**src/rtl/fpga_rst_seq_pkg.sv**
```systemverilog
// Shared types and helpers for the FPGA reset/boot sequencer.
package fpga_rst_seq_pkg;

    typedef enum logic [2:0] {
        ST_WAIT_LOCK = 3'd0,
        ST_HOLD      = 3'd1,
        ST_STAGGER   = 3'd2,
        ST_RUN       = 3'd3,
        ST_DONE      = 3'd4
    } rst_seq_state_e;

    function automatic int max_int(input int a, input int b);
        return (a > b) ? a : b;
    endfunction

endpackage

```
**src/rtl/fpga_sync_bit.sv**
```systemverilog
// Multi-flop synchronizer for a single asynchronous level signal.
module fpga_sync_bit #(
    parameter int STAGES = 2
) (
    input  logic clk_gen,
    input  logic rst_n,
    input  logic d_i,
    output logic q_o
);

    logic [STAGES-1:0] sync_q;
    logic [STAGES-1:0] sync_d;

    always_comb begin
        sync_d = {sync_q[STAGES-2:0], d_i};
    end

    always_ff @(posedge clk_gen or negedge rst_n) begin
        if (!rst_n) begin
            sync_q <= '0;
        end else begin
            sync_q <= sync_d;
        end
    end

    assign q_o = sync_q[STAGES-1];

endmodule

```
**src/rtl/fpga_rst_seq_ctrl.sv**
```systemverilog
// Reset/boot sequencer: qualifies clock lock, releases peripheral then SoC reset, captures exit status.
// state      | meaning
// WAIT_LOCK  | both resets held, waiting for a stable lock
// HOLD       | lock qualified, both resets held for HOLD_CYCLES
// STAGGER    | peripherals released, SoC still held
// RUN        | both released, waiting for program exit
// DONE       | exit captured, status held until reset
module fpga_rst_seq_ctrl
    import fpga_rst_seq_pkg::*;
#(
    parameter int SYNC_STAGES    = 2,
    parameter int LOCK_STABLE    = 64,
    parameter int HOLD_CYCLES    = 16,
    parameter int STAGGER_CYCLES = 4,
    parameter int BLINK_LEN      = 27,
    parameter int FAST_SHIFT     = 3
) (
    input  logic        clk_gen,
    input  logic        rst_n,
    input  logic        mmcm_locked_i,
    input  logic        sw_rst_req_i,
    input  logic        exit_valid_i,
    input  logic [31:0] exit_value_i,
    output logic        periph_rst_no,
    output logic        soc_rst_no,
    output logic        rst_led_o,
    output logic        status_led_o,
    output logic        exit_done_o,
    output logic        exit_pass_o,
    output logic [2:0]  state_o
);

    localparam int STAB_W = $clog2(LOCK_STABLE + 1);
    localparam int PH_W   = $clog2(max_int(HOLD_CYCLES, STAGGER_CYCLES) + 1);

    logic                 lock_s;
    logic                 lock_ok;
    rst_seq_state_e       state_q, state_d;
    logic [STAB_W-1:0]    stab_cnt_q, stab_cnt_d;
    logic [PH_W-1:0]      ph_cnt_q, ph_cnt_d;
    logic [BLINK_LEN-1:0] led_cnt_q, led_cnt_d;
    logic                 exit_done_q, exit_done_d;
    logic                 exit_pass_q, exit_pass_d;
    logic                 periph_rst_n_q, periph_rst_n_d;
    logic                 soc_rst_n_q, soc_rst_n_d;
    logic                 rst_led_q, rst_led_d;
    logic                 status_led_q, status_led_d;

    fpga_sync_bit #(
        .STAGES (SYNC_STAGES)
    ) u_lock_sync (
        .clk_gen (clk_gen),
        .rst_n   (rst_n),
        .d_i     (mmcm_locked_i),
        .q_o     (lock_s)
    );

    always_comb begin
        stab_cnt_d = stab_cnt_q;
        if (!lock_s) begin
            stab_cnt_d = '0;
        end else if (stab_cnt_q != STAB_W'(LOCK_STABLE)) begin
            stab_cnt_d = stab_cnt_q + STAB_W'(1);
        end
        led_cnt_d = led_cnt_q + BLINK_LEN'(1);
    end

    assign lock_ok = (stab_cnt_q == STAB_W'(LOCK_STABLE));

    always_ff @(posedge clk_gen or negedge rst_n) begin
        if (!rst_n) begin
            state_q <= ST_WAIT_LOCK;
        end else begin
            state_q <= state_d;
        end
    end

    // Priority: lock loss, then software reset, then exit capture, then phase expiry.
    always_comb begin
        state_d     = state_q;
        ph_cnt_d    = (state_q == ST_HOLD || state_q == ST_STAGGER) ? ph_cnt_q + PH_W'(1) : '0;
        exit_done_d = exit_done_q;
        exit_pass_d = exit_pass_q;
        if (state_q != ST_WAIT_LOCK && !lock_s) begin
            state_d     = ST_WAIT_LOCK;
            ph_cnt_d    = '0;
            exit_done_d = 1'b0;
            exit_pass_d = 1'b0;
        end else if (sw_rst_req_i && (state_q inside {ST_STAGGER, ST_RUN, ST_DONE})) begin
            state_d     = ST_HOLD;
            ph_cnt_d    = '0;
            exit_done_d = 1'b0;
            exit_pass_d = 1'b0;
        end else begin
            case (state_q)
                ST_WAIT_LOCK: begin
                    if (lock_ok) begin
                        state_d  = ST_HOLD;
                        ph_cnt_d = '0;
                    end
                end
                ST_HOLD: begin
                    if (ph_cnt_q == PH_W'(HOLD_CYCLES - 1)) begin
                        state_d  = ST_STAGGER;
                        ph_cnt_d = '0;
                    end
                end
                ST_STAGGER: begin
                    if (ph_cnt_q == PH_W'(STAGGER_CYCLES - 1)) begin
                        state_d  = ST_RUN;
                        ph_cnt_d = '0;
                    end
                end
                ST_RUN: begin
                    if (exit_valid_i) begin
                        state_d     = ST_DONE;
                        exit_done_d = 1'b1;
                        exit_pass_d = (exit_value_i == 32'd0);
                    end
                end
                ST_DONE: begin
                    state_d = ST_DONE;
                end
                default: begin
                    state_d  = ST_WAIT_LOCK;
                    ph_cnt_d = '0;
                end
            endcase
        end
    end

    // Outputs are decoded from the next state so a release lands on the entry edge.
    always_comb begin
        periph_rst_n_d = (state_d inside {ST_STAGGER, ST_RUN, ST_DONE});
        soc_rst_n_d    = (state_d inside {ST_RUN, ST_DONE});
        rst_led_d      = soc_rst_n_d;
        status_led_d   = 1'b0;
        case (state_d)
            ST_RUN:  status_led_d = led_cnt_d[BLINK_LEN-1];
            ST_DONE: status_led_d = exit_pass_d ? 1'b1 : led_cnt_d[BLINK_LEN-1-FAST_SHIFT];
            default: status_led_d = 1'b0;
        endcase
    end

    always_ff @(posedge clk_gen or negedge rst_n) begin
        if (!rst_n) begin
            stab_cnt_q     <= '0;
            ph_cnt_q       <= '0;
            led_cnt_q      <= '0;
            exit_done_q    <= 1'b0;
            exit_pass_q    <= 1'b0;
            periph_rst_n_q <= 1'b0;
            soc_rst_n_q    <= 1'b0;
            rst_led_q      <= 1'b0;
            status_led_q   <= 1'b0;
        end else begin
            stab_cnt_q     <= stab_cnt_d;
            ph_cnt_q       <= ph_cnt_d;
            led_cnt_q      <= led_cnt_d;
            exit_done_q    <= exit_done_d;
            exit_pass_q    <= exit_pass_d;
            periph_rst_n_q <= periph_rst_n_d;
            soc_rst_n_q    <= soc_rst_n_d;
            rst_led_q      <= rst_led_d;
            status_led_q   <= status_led_d;
        end
    end

    assign periph_rst_no = periph_rst_n_q;
    assign soc_rst_no    = soc_rst_n_q;
    assign rst_led_o     = rst_led_q;
    assign status_led_o  = status_led_q;
    assign exit_done_o   = exit_done_q;
    assign exit_pass_o   = exit_pass_q;
    assign state_o       = state_q;

endmodule

```
**config.mk**
```make
export PLATFORM = sky130hd
export DESIGN_NAME = fpga_rst_seq_ctrl
export DESIGN_NICKNAME = d
export VERILOG_FILES = /design/src/rtl/fpga_rst_seq_pkg.sv /design/src/rtl/fpga_sync_bit.sv /design/src/rtl/fpga_rst_seq_ctrl.sv
export SDC_FILE = /design/constraint.sdc
export NUM_CORES = 1
export LEC_CHECK = 0
export ABC_CLOCK_PERIOD_IN_PS = 2000
export BUFFER_PORTS_ARGS = -buffer_cell sky130_fd_sc_hd__buf_4
export CORE_MARGIN = 10
export CORE_UTILIZATION = 54
export CTS_CLUSTER_DIAMETER = 60
export DETAILED_ROUTE_END_ITERATION = 8
export PLACE_DENSITY = 0.85
export SLEW_MARGIN = 25
export SYNTH_ARGS = -nofsm -noshare
export SYNTH_HDL_FRONTEND = slang
export SYNTH_SLANG_ARGS = --single-unit
```
**constraint.sdc**
```tcl
create_clock -name clk_gen -period 2 [get_ports clk_gen]
set_input_delay 0.4 -clock clk_gen [delete_from_list [all_inputs] [get_ports clk_gen]]
set_output_delay 0.4 -clock clk_gen [all_outputs]
set_load 0.1 [all_outputs]
```
==> results of run 1 <==
sequential cells by signal, summed over array words and instances (netlist names):
signal	count
ph_cnt_q	5
periph_rst_no	1
exit_done_o	1
stab_cnt_q	7
state_o	3
led_cnt_q	27
exit_pass_o	1
u_lock_sync.sync_q	2
status_led_o	1
rst_led_o	1
path summary, 6_finish.rpt:
kind                                                         to  slack (ps)                       startpoint  depth (start not counted)
worst max-delay path                     status_led_o$_DFF_PN0_          90            ph_cnt_q[0]$_DFF_PN0_                          8
worst min-delay path                    exit_done_o$_DFFE_PN0P_          80                            rst_n                          1
worst max register to register           status_led_o$_DFF_PN0_          90            ph_cnt_q[0]$_DFF_PN0_                          8
worst min register to register  u_lock_sync.sync_q[1]$_DFF_PN0_         360  u_lock_sync.sync_q[0]$_DFF_PN0_                          0
max in group asynchronous                led_cnt_q[5]$_DFF_PN0_        1470                            rst_n                          1
min in group clk_gen            u_lock_sync.sync_q[0]$_DFF_PN0_         200                    mmcm_locked_i                          1
placed cells by master (no fill, tap or decap), drive strengths merged, types with 2 or more instances in the layout:
master | synthesis | routed
buf | 1 | 49
dfrtp | 49 | 49
xnor2 | 22 | 22
nand2 | 21 | 21
nor2 | 18 | 18
nand3 | 12 | 12
nor4 | 12 | 12
inv | 11 | 11
xor2 | 9 | 9
nand4 | 7 | 7
and3 | 6 | 6
and2 | 6 | 6
ha | 5 | 5
clkbuf | 5 | 5
nor2b | 4 | 4
or2 | 4 | 4
nor3 | 4 | 4
o21ai | 4 | 4
a21oi | 3 | 3
and4 | 2 | 2
o22ai | 2 | 2
bufinv | 0 | 2
or4 | 2 | 2
nor3b | 2 | 2
cell type report:
cell class / count / share of cell area, %
Tap cell: 50 / 2.166
Sequential cell: 49 / 42.63
Timing Repair Buffer: 49 / 12.74
Inverter: 11 / 1.430
Clock buffer: 5 / 2.383
Multi-Input combinational cell: 159 / 36.40
Clock inverter: 3 / 2.253
report_power, final:
group | internal [W] | switching (W) | total [W]
Clock | 0.000496 | 0.000324 | 0.000820
Combinational | 0.0000553 | 0.0000404 | 0.0000957
Sequential | 0.000996 | 0.00000736 | 0.00100
Total | 0.00155 | 0.000371 | 0.00192
metal layers:
layer	up-vias	part of all wire [%]
met4	0	1.8
met3	8	7.9
met2	62	44
li1	871	-
met5	-	0
met1	859	46
what timing repair did:
item / 4_1_cts / 5_1_grt
buffers inserted: 0 / 2
gates resized for setup: 1 / 5
endpoints found under the setup margin: 1 / 1
pin swaps: 0 / 2
hold buffers: 0 / 0
worst register-to-register path, stage by stage (launching register included):
cell	delay [ps]
sky130_fd_sc_hd__dfrtp_1	390
sky130_fd_sc_hd__ha_1	220
sky130_fd_sc_hd__and3_1	170
sky130_fd_sc_hd__ha_1	170
sky130_fd_sc_hd__and3b_1	160
sky130_fd_sc_hd__a21oi_1	40
sky130_fd_sc_hd__nor3_1	320
sky130_fd_sc_hd__o21ai_1	190
sky130_fd_sc_hd__o22ai_1	180
logic make-up after synthesis:
logic type,Yosys count
and+or+nand+nor,106
DFF,49
xor gates and xnor gates,31
buffers and inverters,17
AOI/OAI and AO/OA,16
adders and majority gates,5
muxes,1
per-stage QoR:
stage	utilization [%]	cell area [um2]	cells	power, W	setup slack [ps]
6_report	70.67	2888	326	0.001920	87.34
5_1_grt	70.67	2888	326	0.001983	1.737
4_1_cts	70.09	2864	324	0.001941	69.24
3_5_place_dp	66.69	2725	316	0.001121	81.57
3_3_place_gp	66.69	2725	316	0.001116	179.3
2_1_floorplan	-	2336	225	0.001040	15.04
==> results.py, run 1 <==
metrics = {
    "run_status": {
        "status": "finished clean",
    },
    "clocking": {
        "clock_transition_at_the_registers_of_the_reported_paths_ps": 90,
        "cts-root-to-sink-buffers": 2,
        "cts_htree_levels": 2,
        "clk-insertion-delay-late_ps": 310,
        "tritoncts": "done",
        "tritoncts.num_buffers": 5,
        "cts-root-buf": "sky130_fd_sc_hd__clkbuf_8",
        "numClockSinks": 49,
    },
    "placement": {
        "portBuffers": 45,
        "dp.final_hpwl_um": 3714,
        "place.gp.congestion": 0.8294,
    },
    "logic_synthesis": {
        "synth_top_flop_cell": "sky130_fd_sc_hd__dfrtp_1",
        "yosys_warnings": 0,
        "post_synth_edffs": 0,
        "post-synth-top-area-fraction_pct": 52.52,
        "synthesis.area_um2": 2335,
        "post_synth_most_frequent_cells": "sky130_fd_sc_hd__dfrtp_1 (49), sky130_fd_sc_hd__xnor2_1 (22), sky130_fd_sc_hd__nand2_1 (21)",
        "syn_nets": 267,
        "synth_top_family_by_area": "simple AND/OR/NAND/NOR gates",
        "synth_compound_gate_area_share_pct": 4.448,
        "yosys.area_share.simple_pct": 25.40,
        "synth-seq-area-share_pct": 52.52,
        "netlist.top_cell.by_area": "sky130_fd_sc_hd__dfrtp_1",
        "netlist-cell-type-count": 41,
        "yosys-mux-area-fraction_pct": 0.4287,
        "largest_cells_by_area_after_synthesis": "sky130_fd_sc_hd__dfrtp_1 (53%), sky130_fd_sc_hd__xnor2_1 (8.3%), sky130_fd_sc_hd__nand2_1 (3.4%), sky130_fd_sc_hd__xor2_1 (3.4%), sky130_fd_sc_hd__nor4_1 (2.9%)",
        "synth.most_common_cell": "sky130_fd_sc_hd__dfrtp_1",
        "synth-adder-area-share_pct": 2.680,
        "avgSynthCellArea_um2": 10.38,
        "yosys.area_share.xor_xnor_pct": 11.63,
        "syn-instance-count": 225,
        "ys_async_sr_fraction_pct": 100.0,
        "synth_seq_cells": 49,
    },
    "routing": {
        "drt_pass1_iterations": 4,
        "drtIter0Drc": 97,
        "drc_errors": 0,
        "viasPerCell": 5.521,
        "wire_per_inst_um": 15.15,
        "vias": 1800,
        "wirelength_routed_um": 4940,
        "drt.antenna.violating_nets": 0,
    },
    "floorplan": {
        "die-width_um": 85.76,
        "fp-row-count": 23,
        "design.core.area_um2": 4086,
        "die-height_um": 85.76,
        "initial_utilization_pct": 57.13,
        "pin_count": 46,
        "design.die.area_um2": 7354,
    },
    "power": {
        "leakage_nw": 1.356,
        "power_per_cell_area_nw_per_um2": 664.8,
        "ir_worst_vdd_mv": 0.5485,
    },
    "setup_path": {
        "crit_path_frequent_cell": "sky130_fd_sc_hd__ha_1",
        "endpoint_kind": "flip-flop",
        "cpPeakStageDelay_ps": 390,
        "worst-endpoint-required_ps": 2230,
        "timing.critical_path.arrival_ps": 2150,
        "cp_slowest_cell": "sky130_fd_sc_hd__dfrtp_1",
        "critPathMaxFanout": 3,
        "critical_path.startpoint_type": "flip-flop",
        "crit_chain": "ha_1 -> and3_1 -> ha_1 -> and3b_1 -> a21oi_1 -> nor3_1 -> o21ai_1 -> o22ai_1",
        "worst-setup-path-type": "flip-flop to flip-flop",
        "timing.critical_path.buf_inv": 0,
        "cpLargestDelayFamily": "simple AND/OR/NAND/NOR gates",
    },
    "grt": {
        "grtUsageMet1_pct": 15.90,
        "globalRoute.totalOverflow": 0,
        "antenna_found_initial": 0,
        "first_pass_grt_wire_length_um": 8107,
        "grt_use_total_pct": 13.55,
        "vias_in_the_first_global_route": 1753,
        "grt.busiest_layer": "met2",
        "grt_max_degree": 50,
        "global_route.usage.met3_pct": 4.352,
        "grt_use_met2_pct": 21.59,
    },
    "min_path": {
        "holdCritPathClass": "input port to async pin",
    },
    "timing": {
        "max_clock_freq_mhz": 522.8,
        "tns_setup_ps": 0,
        "slew_viol_final": 0,
        "slew_headroom_pct": 60.50,
        "worst_slew_pin_slew_ps": 592.5,
        "final_hold_slack_ps": 82.44,
        "timing.final.crit_share_pct": 95.63,
        "final_skew_ps": 14.15,
        "timing.final.setup_violations": 0,
        "period_minus_slack_ps": 1913,
        "grt_setup_unrepaired": "false",
        "number_of_failing_hold_endpoints_at_the_final_stage": 0,
    },
    "layout": {
        "antenna-diode-count": 0,
        "multi_input_area_um2": 1051,
        "final.fill_count": 310,
        "final_layout_size_suffix_gt1_share_pct": 25.00,
        "final_nets": 317,
        "regArea_um2": 1231,
        "area.growth.synth_to_final_pct": 23.69,
    },
    "job": {
        "drv_cap": 0,
    },
}
Power figures use the tool's default switching activity.
==> run 2, diff against run 1 <==
--- a/config.mk
+++ b/config.mk
@@ -7,11 +7,14 @@
 export LEC_CHECK = 0
 export ABC_CLOCK_PERIOD_IN_PS = 2000
 export BUFFER_PORTS_ARGS = -buffer_cell sky130_fd_sc_hd__buf_4
+export CELL_PAD_IN_SITES_DETAIL_PLACEMENT = 0
+export CELL_PAD_IN_SITES_GLOBAL_PLACEMENT = 1
 export CORE_MARGIN = 10
-export CORE_UTILIZATION = 54
+export CORE_UTILIZATION = 42
 export CTS_CLUSTER_DIAMETER = 60
+export CTS_CLUSTER_SIZE = 25
 export DETAILED_ROUTE_END_ITERATION = 8
-export PLACE_DENSITY = 0.85
+export PLACE_DENSITY = 0.86
 export SLEW_MARGIN = 25
 export SYNTH_ARGS = -nofsm -noshare
 export SYNTH_HDL_FRONTEND = slang
==> results.py, run 2 (synthesis gave the netlist of run 1 again) <==
metrics = {
    "run_status": {
        "status": "finished clean",
    },
    "clocking": {
        "cts_htree_levels": 2,
        "hold_bufs_inserted_after_cts": 0,
        "tritoncts": "done",
        "tritoncts.num_buffers": 5,
        "clk-insertion-delay-late_ps": 310,
        "clock_transition_at_the_registers_of_the_reported_paths_ps": 100,
        "cts-root-buf": "sky130_fd_sc_hd__clkbuf_8",
        "numClockSinks": 49,
        "cts-root-to-sink-buffers": 2,
        "cts_resized": 0,
        "buffers_inserted_during_post_cts_setup_optimization": 0,
    },
    "power": {
        "power_per_cell_area_nw_per_um2": 627.4,
        "ir_worst_vdd_mv": 0.4074,
        "leakage_nw": 1.357,
    },
    "routing": {
        "drt_pass1_iterations": 4,
        "viasPerCell": 4.954,
        "vias": 1724,
        "wirelength_routed_um": 4673,
        "drt.antenna.violating_nets": 0,
        "drtIter0Drc": 55,
        "drc_errors": 0,
        "wire_per_inst_um": 13.43,
    },
    "timing": {
        "slew_viol_final": 0,
        "timing.final.crit_share_pct": 92.70,
        "max_clock_freq_mhz": 539.4,
        "final_skew_ps": 14.69,
        "tns_setup_ps": 0,
        "number_of_failing_hold_endpoints_at_the_final_stage": 0,
        "worst_slew_pin_slew_ps": 608.2,
        "grt_setup_unrepaired": "false",
        "period_minus_slack_ps": 1854,
        "timing.final.setup_violations": 0,
        "slew_headroom_pct": 59.46,
    },
    "layout": {
        "final_nets": 317,
        "largest_reg_flops": 27,
        "multi_input_area_um2": 1056,
        "layout.cells.most_common": "sky130_fd_sc_hd__buf_4",
        "final_layout_size_suffix_gt1_share_pct": 24.28,
        "largest_register_by_flop_count": "led_cnt_q",
        "reg.largest.list": "led_cnt_q x27, stab_cnt_q x7, ph_cnt_q x5",
        "final_core_density_pct": 53.23,
        "regArea_um2": 1227,
        "antenna-diode-count": 0,
        "top_library_cells_by_usage_in_the_layout_fill_and_taps_aside": "sky130_fd_sc_hd__buf_4 (49), sky130_fd_sc_hd__dfrtp_1 (48), sky130_fd_sc_hd__xnor2_1 (22)",
        "final.fill_count": 506,
        "area.growth.synth_to_final_pct": 24.01,
    },
    "grt": {
        "grt_max_degree": 50,
        "grt_use_total_pct": 10.94,
        "vias_in_the_first_global_route": 1753,
        "first_pass_grt_wire_length_um": 8045,
        "antenna_found_initial": 0,
        "globalRoute.totalOverflow": 0,
    },
    "setup_path": {
        "rr_startpoint": "led_cnt_q[3]$_DFF_PN0_",
        "critPathMaxFanout": 7,
        "critical_path.startpoint": "led_cnt_q[3]$_DFF_PN0_",
        "cpPeakStageDelay_ps": 560,
        "endpoint_kind": "flip-flop",
        "setup.reg_to_reg.worst_slack_ps": 150,
        "cpLargestDelayFamily": "simple AND/OR/NAND/NOR gates",
        "critPathCapture": "status_led_o$_DFF_PN0_",
        "worst-setup-path-type": "flip-flop to flip-flop",
        "timing.critical_path.buf_inv": 0,
        "cp_slowest_cell": "sky130_fd_sc_hd__or4_4",
        "cell_count_of_the_worst_reg_to_reg_path": 5,
        "critical_path.startpoint_type": "flip-flop",
        "reg2reg_to": "status_led_o$_DFF_PN0_",
        "number_of_logic_stages_on_the_critical_path_including_buffering": 5,
        "timing.critical_path.arrival_ps": 2050,
        "crit_chain": "nand4_4 -> or4_4 -> o31a_1 -> nor3_1 -> o22ai_1",
        "worst-endpoint-required_ps": 2200,
    },
    "min_path": {
        "holdCritPathClass": "input port to async pin",
    },
    "floorplan": {
        "design.die.area_um2": 8942,
        "fp-row-count": 27,
        "pin_count": 46,
        "initial_utilization_pct": 42.93,
        "die-height_um": 94.56,
        "die-width_um": 94.56,
        "design.core.area_um2": 5439,
    },
    "job": {
        "drv_cap": 0,
    },
    "placement": {
        "dp.final_hpwl_um": 3605,
        "place.gp.congestion": 0.7670,
        "portBuffers": 45,
    },
}
[run 2: changes by cell type in the layout (fill, tap and decap cells not counted), sizes merged]
cell and change:
bufinv -1, inv +1
[run 2: routing by layer]
| layer | wire, um | vias to the layer above | GRT usage, % |
|---|---|---|---|
| met5 | 0 | - | 0 |
| met4 | 68 | 0 | 4.115 |
| met3 | 187 | 8 | 3.013 |
| met2 | 2227 | 20 | 17.39 |
| met1 | 2190 | 819 | 13.90 |
| li1 | - | 877 | - |
[run 2: final cells by class]
type	count	area share, %
inverter	11	1.426
tap	72	3.111
multi-input combinational	159	36.47
clock inverter	3	1.513
timing repair buffer	49	12.71
sequential	49	42.39
clock buffer	5	2.377
[run 2: how the worst min path moves through the flow]
stage	startpoint	end	slack, ps	depth (start not counted)
floorplan	rst_n	exit_done_o$_DFFE_PN0P_	100	0
global placement	u_lock_sync.sync_q[0]$_DFF_PN0_	u_lock_sync.sync_q[1]$_DFF_PN0_	330	0
detailed placement	u_lock_sync.sync_q[0]$_DFF_PN0_	u_lock_sync.sync_q[1]$_DFF_PN0_	350	0
CTS	rst_n	periph_rst_no$_DFF_PN0_	110	1
global route	rst_n	periph_rst_no$_DFF_PN0_	130	1
finish	rst_n	stab_cnt_q[3]$_DFFE_PN0P_	100	1
[run 2: per-stage QoR]
| stage | instance area, um2 | cells | total power, W | setup slack, ps | hold slack, ps |
|---|---|---|---|---|---|
| after floorplan | 2336 | 225 | 0.001040 | 15.04 | 104.4 |
| after global placement | 2768 | 340 | 0.001119 | 180.8 | 334.8 |
| after detailed placement | 2768 | 340 | 0.001121 | 120.3 | 354.3 |
| after CTS | 2880 | 348 | 0.001840 | 103.3 | 113.8 |
| after global routing | 2895 | 348 | 0.001887 | 11.35 | 127.4 |
| final | 2895 | 348 | 0.001817 | 146.0 | 96.32 |
[run 2: report_power, final]
| group | leakage, nW | internal [W] | switching [W] |
|---|---|---|---|
| clock network | 0.0585 | 0.000375 | 0.000342 |
| registers | 0.662 | 0.000997 | 0.00000636 |
| logic | 0.637 | 0.0000563 | 0.0000400 |
| total | 1.36 | 0.00143 | 0.000389 |
[run 2: worst register-to-register path, stage by stage, from the launching register on]
cell	delay, ps
sky130_fd_sc_hd__dfrtp_1	470
sky130_fd_sc_hd__nand4_4	160
sky130_fd_sc_hd__or4_4	560
sky130_fd_sc_hd__o31a_1	260
sky130_fd_sc_hd__nor3_1	190
sky130_fd_sc_hd__o22ai_1	100
==> run 3, diff against run 2 <==
--- a/config.mk
+++ b/config.mk
@@ -5,16 +5,16 @@
 export SDC_FILE = /design/constraint.sdc
 export NUM_CORES = 1
 export LEC_CHECK = 0
-export ABC_CLOCK_PERIOD_IN_PS = 2000
+export ABC_CLOCK_PERIOD_IN_PS = 2300
 export BUFFER_PORTS_ARGS = -buffer_cell sky130_fd_sc_hd__buf_4
 export CELL_PAD_IN_SITES_DETAIL_PLACEMENT = 0
 export CELL_PAD_IN_SITES_GLOBAL_PLACEMENT = 1
-export CORE_MARGIN = 10
-export CORE_UTILIZATION = 42
+export CORE_MARGIN = 8
+export CORE_UTILIZATION = 45
 export CTS_CLUSTER_DIAMETER = 60
 export CTS_CLUSTER_SIZE = 25
 export DETAILED_ROUTE_END_ITERATION = 8
-export PLACE_DENSITY = 0.86
+export PLACE_DENSITY = 0.9
 export SLEW_MARGIN = 25
 export SYNTH_ARGS = -nofsm -noshare
 export SYNTH_HDL_FRONTEND = slang
==> constraint.sdc (replaced) <==
create_clock -name clk_gen -period 2.3 [get_ports clk_gen]
set_input_delay 0.46 -clock clk_gen [delete_from_list [all_inputs] [get_ports clk_gen]]
set_output_delay 0.46 -clock clk_gen [all_outputs]
set_load 0.1 [all_outputs]
==> results.py, run 3 (synthesis gave the netlist of run 1 again) <==
metrics = {
    "floorplan": {
        "die-height_um": 88.03,
        "fp-row-count": 26,
        "pin_count": 46,
        "design.core.area_um2": 5042,
        "die-width_um": 88.03,
        "initial_utilization_pct": 46.30,
        "design.die.area_um2": 7749,
    },
    "timing": {
        "number_of_failing_hold_endpoints_at_the_final_stage": 0,
        "timing.final.setup_violations": 0,
        "fin_ws_ps": 284.6,
        "slew_viol_final": 0,
        "worst_slew_pin_slew_ps": 641.5,
        "slew_headroom_pct": 56.84,
        "final_hold_slack_ps": 153.2,
        "tns_setup_ps": 0,
        "grt_setup_unrepaired": "false",
        "final_skew_ps": 14.50,
        "period_minus_slack_ps": 2015,
        "timing.final.crit_share_pct": 87.63,
        "max_clock_freq_mhz": 496.2,
    },
    "setup_path": {
        "cell_count_of_the_worst_reg_to_reg_path": 6,
        "setup.reg_to_reg.worst_slack_ps": 280,
        "worst-setup-path-type": "flip-flop to flip-flop",
        "critPathMaxFanout": 4,
        "reg2reg_to": "status_led_o$_DFF_PN0_",
        "critical_path.startpoint_type": "flip-flop",
        "critPathCapture": "status_led_o$_DFF_PN0_",
        "worst-endpoint-required_ps": 2500,
        "timing.critical_path.arrival_ps": 2210,
        "critical_path.startpoint": "led_cnt_q[0]$_DFF_PN0_",
        "endpoint_kind": "flip-flop",
        "rr_startpoint": "led_cnt_q[0]$_DFF_PN0_",
    },
    "clocking": {
        "numClockSinks": 49,
        "tritoncts.num_buffers": 5,
        "cts-root-to-sink-buffers": 2,
        "cts_resized": 0,
        "cts-root-buf": "sky130_fd_sc_hd__clkbuf_8",
        "cts_htree_levels": 2,
        "buffers_inserted_during_post_cts_setup_optimization": 0,
        "clock_transition_at_the_registers_of_the_reported_paths_ps": 100,
        "clk-insertion-delay-late_ps": 310,
        "hold_bufs_inserted_after_cts": 0,
        "tritoncts": "done",
    },
    "grt": {
        "grt_use_total_pct": 12.35,
        "first_pass_grt_wire_length_um": 7583,
        "antenna_found_initial": 0,
        "globalRoute.totalOverflow": 0,
        "grt_max_degree": 50,
        "vias_in_the_first_global_route": 1742,
    },
    "power": {
        "ir_worst_vdd_mv": 0.3800,
        "leakage_nw": 1.326,
        "power_per_cell_area_nw_per_um2": 549.5,
    },
    "placement": {
        "portBuffers": 45,
        "place.gp.congestion": 0.8395,
        "post-place-ws_ps": 335.5,
        "dp.final_hpwl_um": 3431,
        "dp.cells": 335,
    },
    "layout": {
        "largest_register_by_flop_count": "led_cnt_q",
        "top_library_cells_by_usage_in_the_layout_fill_and_taps_aside": "sky130_fd_sc_hd__dfrtp_1 (49), sky130_fd_sc_hd__buf_4 (46), sky130_fd_sc_hd__xnor2_1 (22)",
        "final_nets": 314,
        "largest_reg_flops": 27,
        "antenna-diode-count": 0,
        "final_layout_size_suffix_gt1_share_pct": 21.98,
        "layout.cells.most_common": "sky130_fd_sc_hd__dfrtp_1",
        "area.growth.synth_to_final_pct": 22.35,
        "layoutNonFillerInstCount": 343,
        "reg.largest.list": "led_cnt_q x27, stab_cnt_q x7, ph_cnt_q x5",
    },
    "min_path": {
        "holdCritPathClass": "input port to async pin",
    },
    "routing": {
        "drt.antenna.violating_nets": 0,
        "drtIter0Drc": 69,
        "drt_pass1_iterations": 4,
        "vias": 1722,
        "viasPerCell": 5.020,
        "wirelength_routed_um": 4538,
        "drc_errors": 0,
        "wire_per_inst_um": 13.23,
    },
    "run_status": {
        "status": "finished clean",
    },
    "job": {
        "drv_cap": 0,
    },
}
[run 3: changes by cell type in the layout (fill, tap and decap cells not counted)]
cell / delta
sky130_fd_sc_hd__buf_4: -3
sky130_fd_sc_hd__a211oi_1: +1
sky130_fd_sc_hd__a211oi_2: -1
sky130_fd_sc_hd__clkinv_2: -1
sky130_fd_sc_hd__clkinv_4: +1
sky130_fd_sc_hd__clkinvlp_4: +1
sky130_fd_sc_hd__dfrtp_1: +1
sky130_fd_sc_hd__dfrtp_2: -1
sky130_fd_sc_hd__inv_6: -1
sky130_fd_sc_hd__nor3_1: +1
sky130_fd_sc_hd__nor3_2: -1
sky130_fd_sc_hd__nor3b_1: +1
sky130_fd_sc_hd__nor3b_2: -1
[run 3: power breakdown]
part           switching, W  internal (W)
registers        0.00000616      0.000867
logic             0.0000332     0.0000478
clock network      0.000290      0.000326
total              0.000330       0.00124
[run 3: per-stage QoR]
| step | area, um2 | power [W] | util [%] |
|---|---|---|---|
| final | 2856 | 0.001570 | 56.65 |
| after global routing | 2856 | 0.001639 | 56.65 |
| after CTS | 2856 | 0.001589 | 56.65 |
| after detailed placement | 2741 | 0.0009728 | 54.37 |
| after global placement | 2741 | 0.0009704 | 54.37 |
| after floorplan | 2335 | 0.0009045 | - |
[run 3: worst max-delay path, stage by stage, from the launching register on]
cell                      delay [ps]
sky130_fd_sc_hd__dfrtp_1         400
sky130_fd_sc_hd__ha_1            250
sky130_fd_sc_hd__nand3_1         130
sky130_fd_sc_hd__nor4_1          570
sky130_fd_sc_hd__and4_1          310
sky130_fd_sc_hd__xnor2_1         140
sky130_fd_sc_hd__o22ai_1         110
[run 3: worst min path at each step]
stage	to	slack [ps]
6_report	stab_cnt_q[2]$_DFFE_PN0P_	150
2_1_floorplan	exit_done_o$_DFFE_PN0P_	160
4_1_cts	stab_cnt_q[3]$_DFFE_PN0P_	170
3_5_place_dp	u_lock_sync.sync_q[1]$_DFF_PN0_	340
3_3_place_gp	u_lock_sync.sync_q[1]$_DFF_PN0_	340
5_1_grt	stab_cnt_q[3]$_DFFE_PN0P_	200
[run 3: layout make-up]
class | count | area, um2
clock buffers | 5 | 68.82
clock inverters | 3 | 46.29
fillers | 446 | 2186
inverters | 11 | 41.29
multi-input cells | 159 | 1041
flip-flops and latches | 49 | 1226
well taps | 70 | 87.58
repair buffers | 46 | 345.3
[run 3: routing by layer]
| metal | up-vias | track usage [%] | share of wire [%] | wire, um |
|---|---|---|---|---|
| li1 | 867 | - | - | - |
| met1 | 822 | 14.58 | 43 | 1931 |
| met2 | 25 | 20.18 | 51 | 2321 |
| met3 | 8 | 3.846 | 4.5 | 202 |
| met4 | 0 | 5.376 | 1.8 | 82 |
| met5 | - | 0 | 0 | 0 |
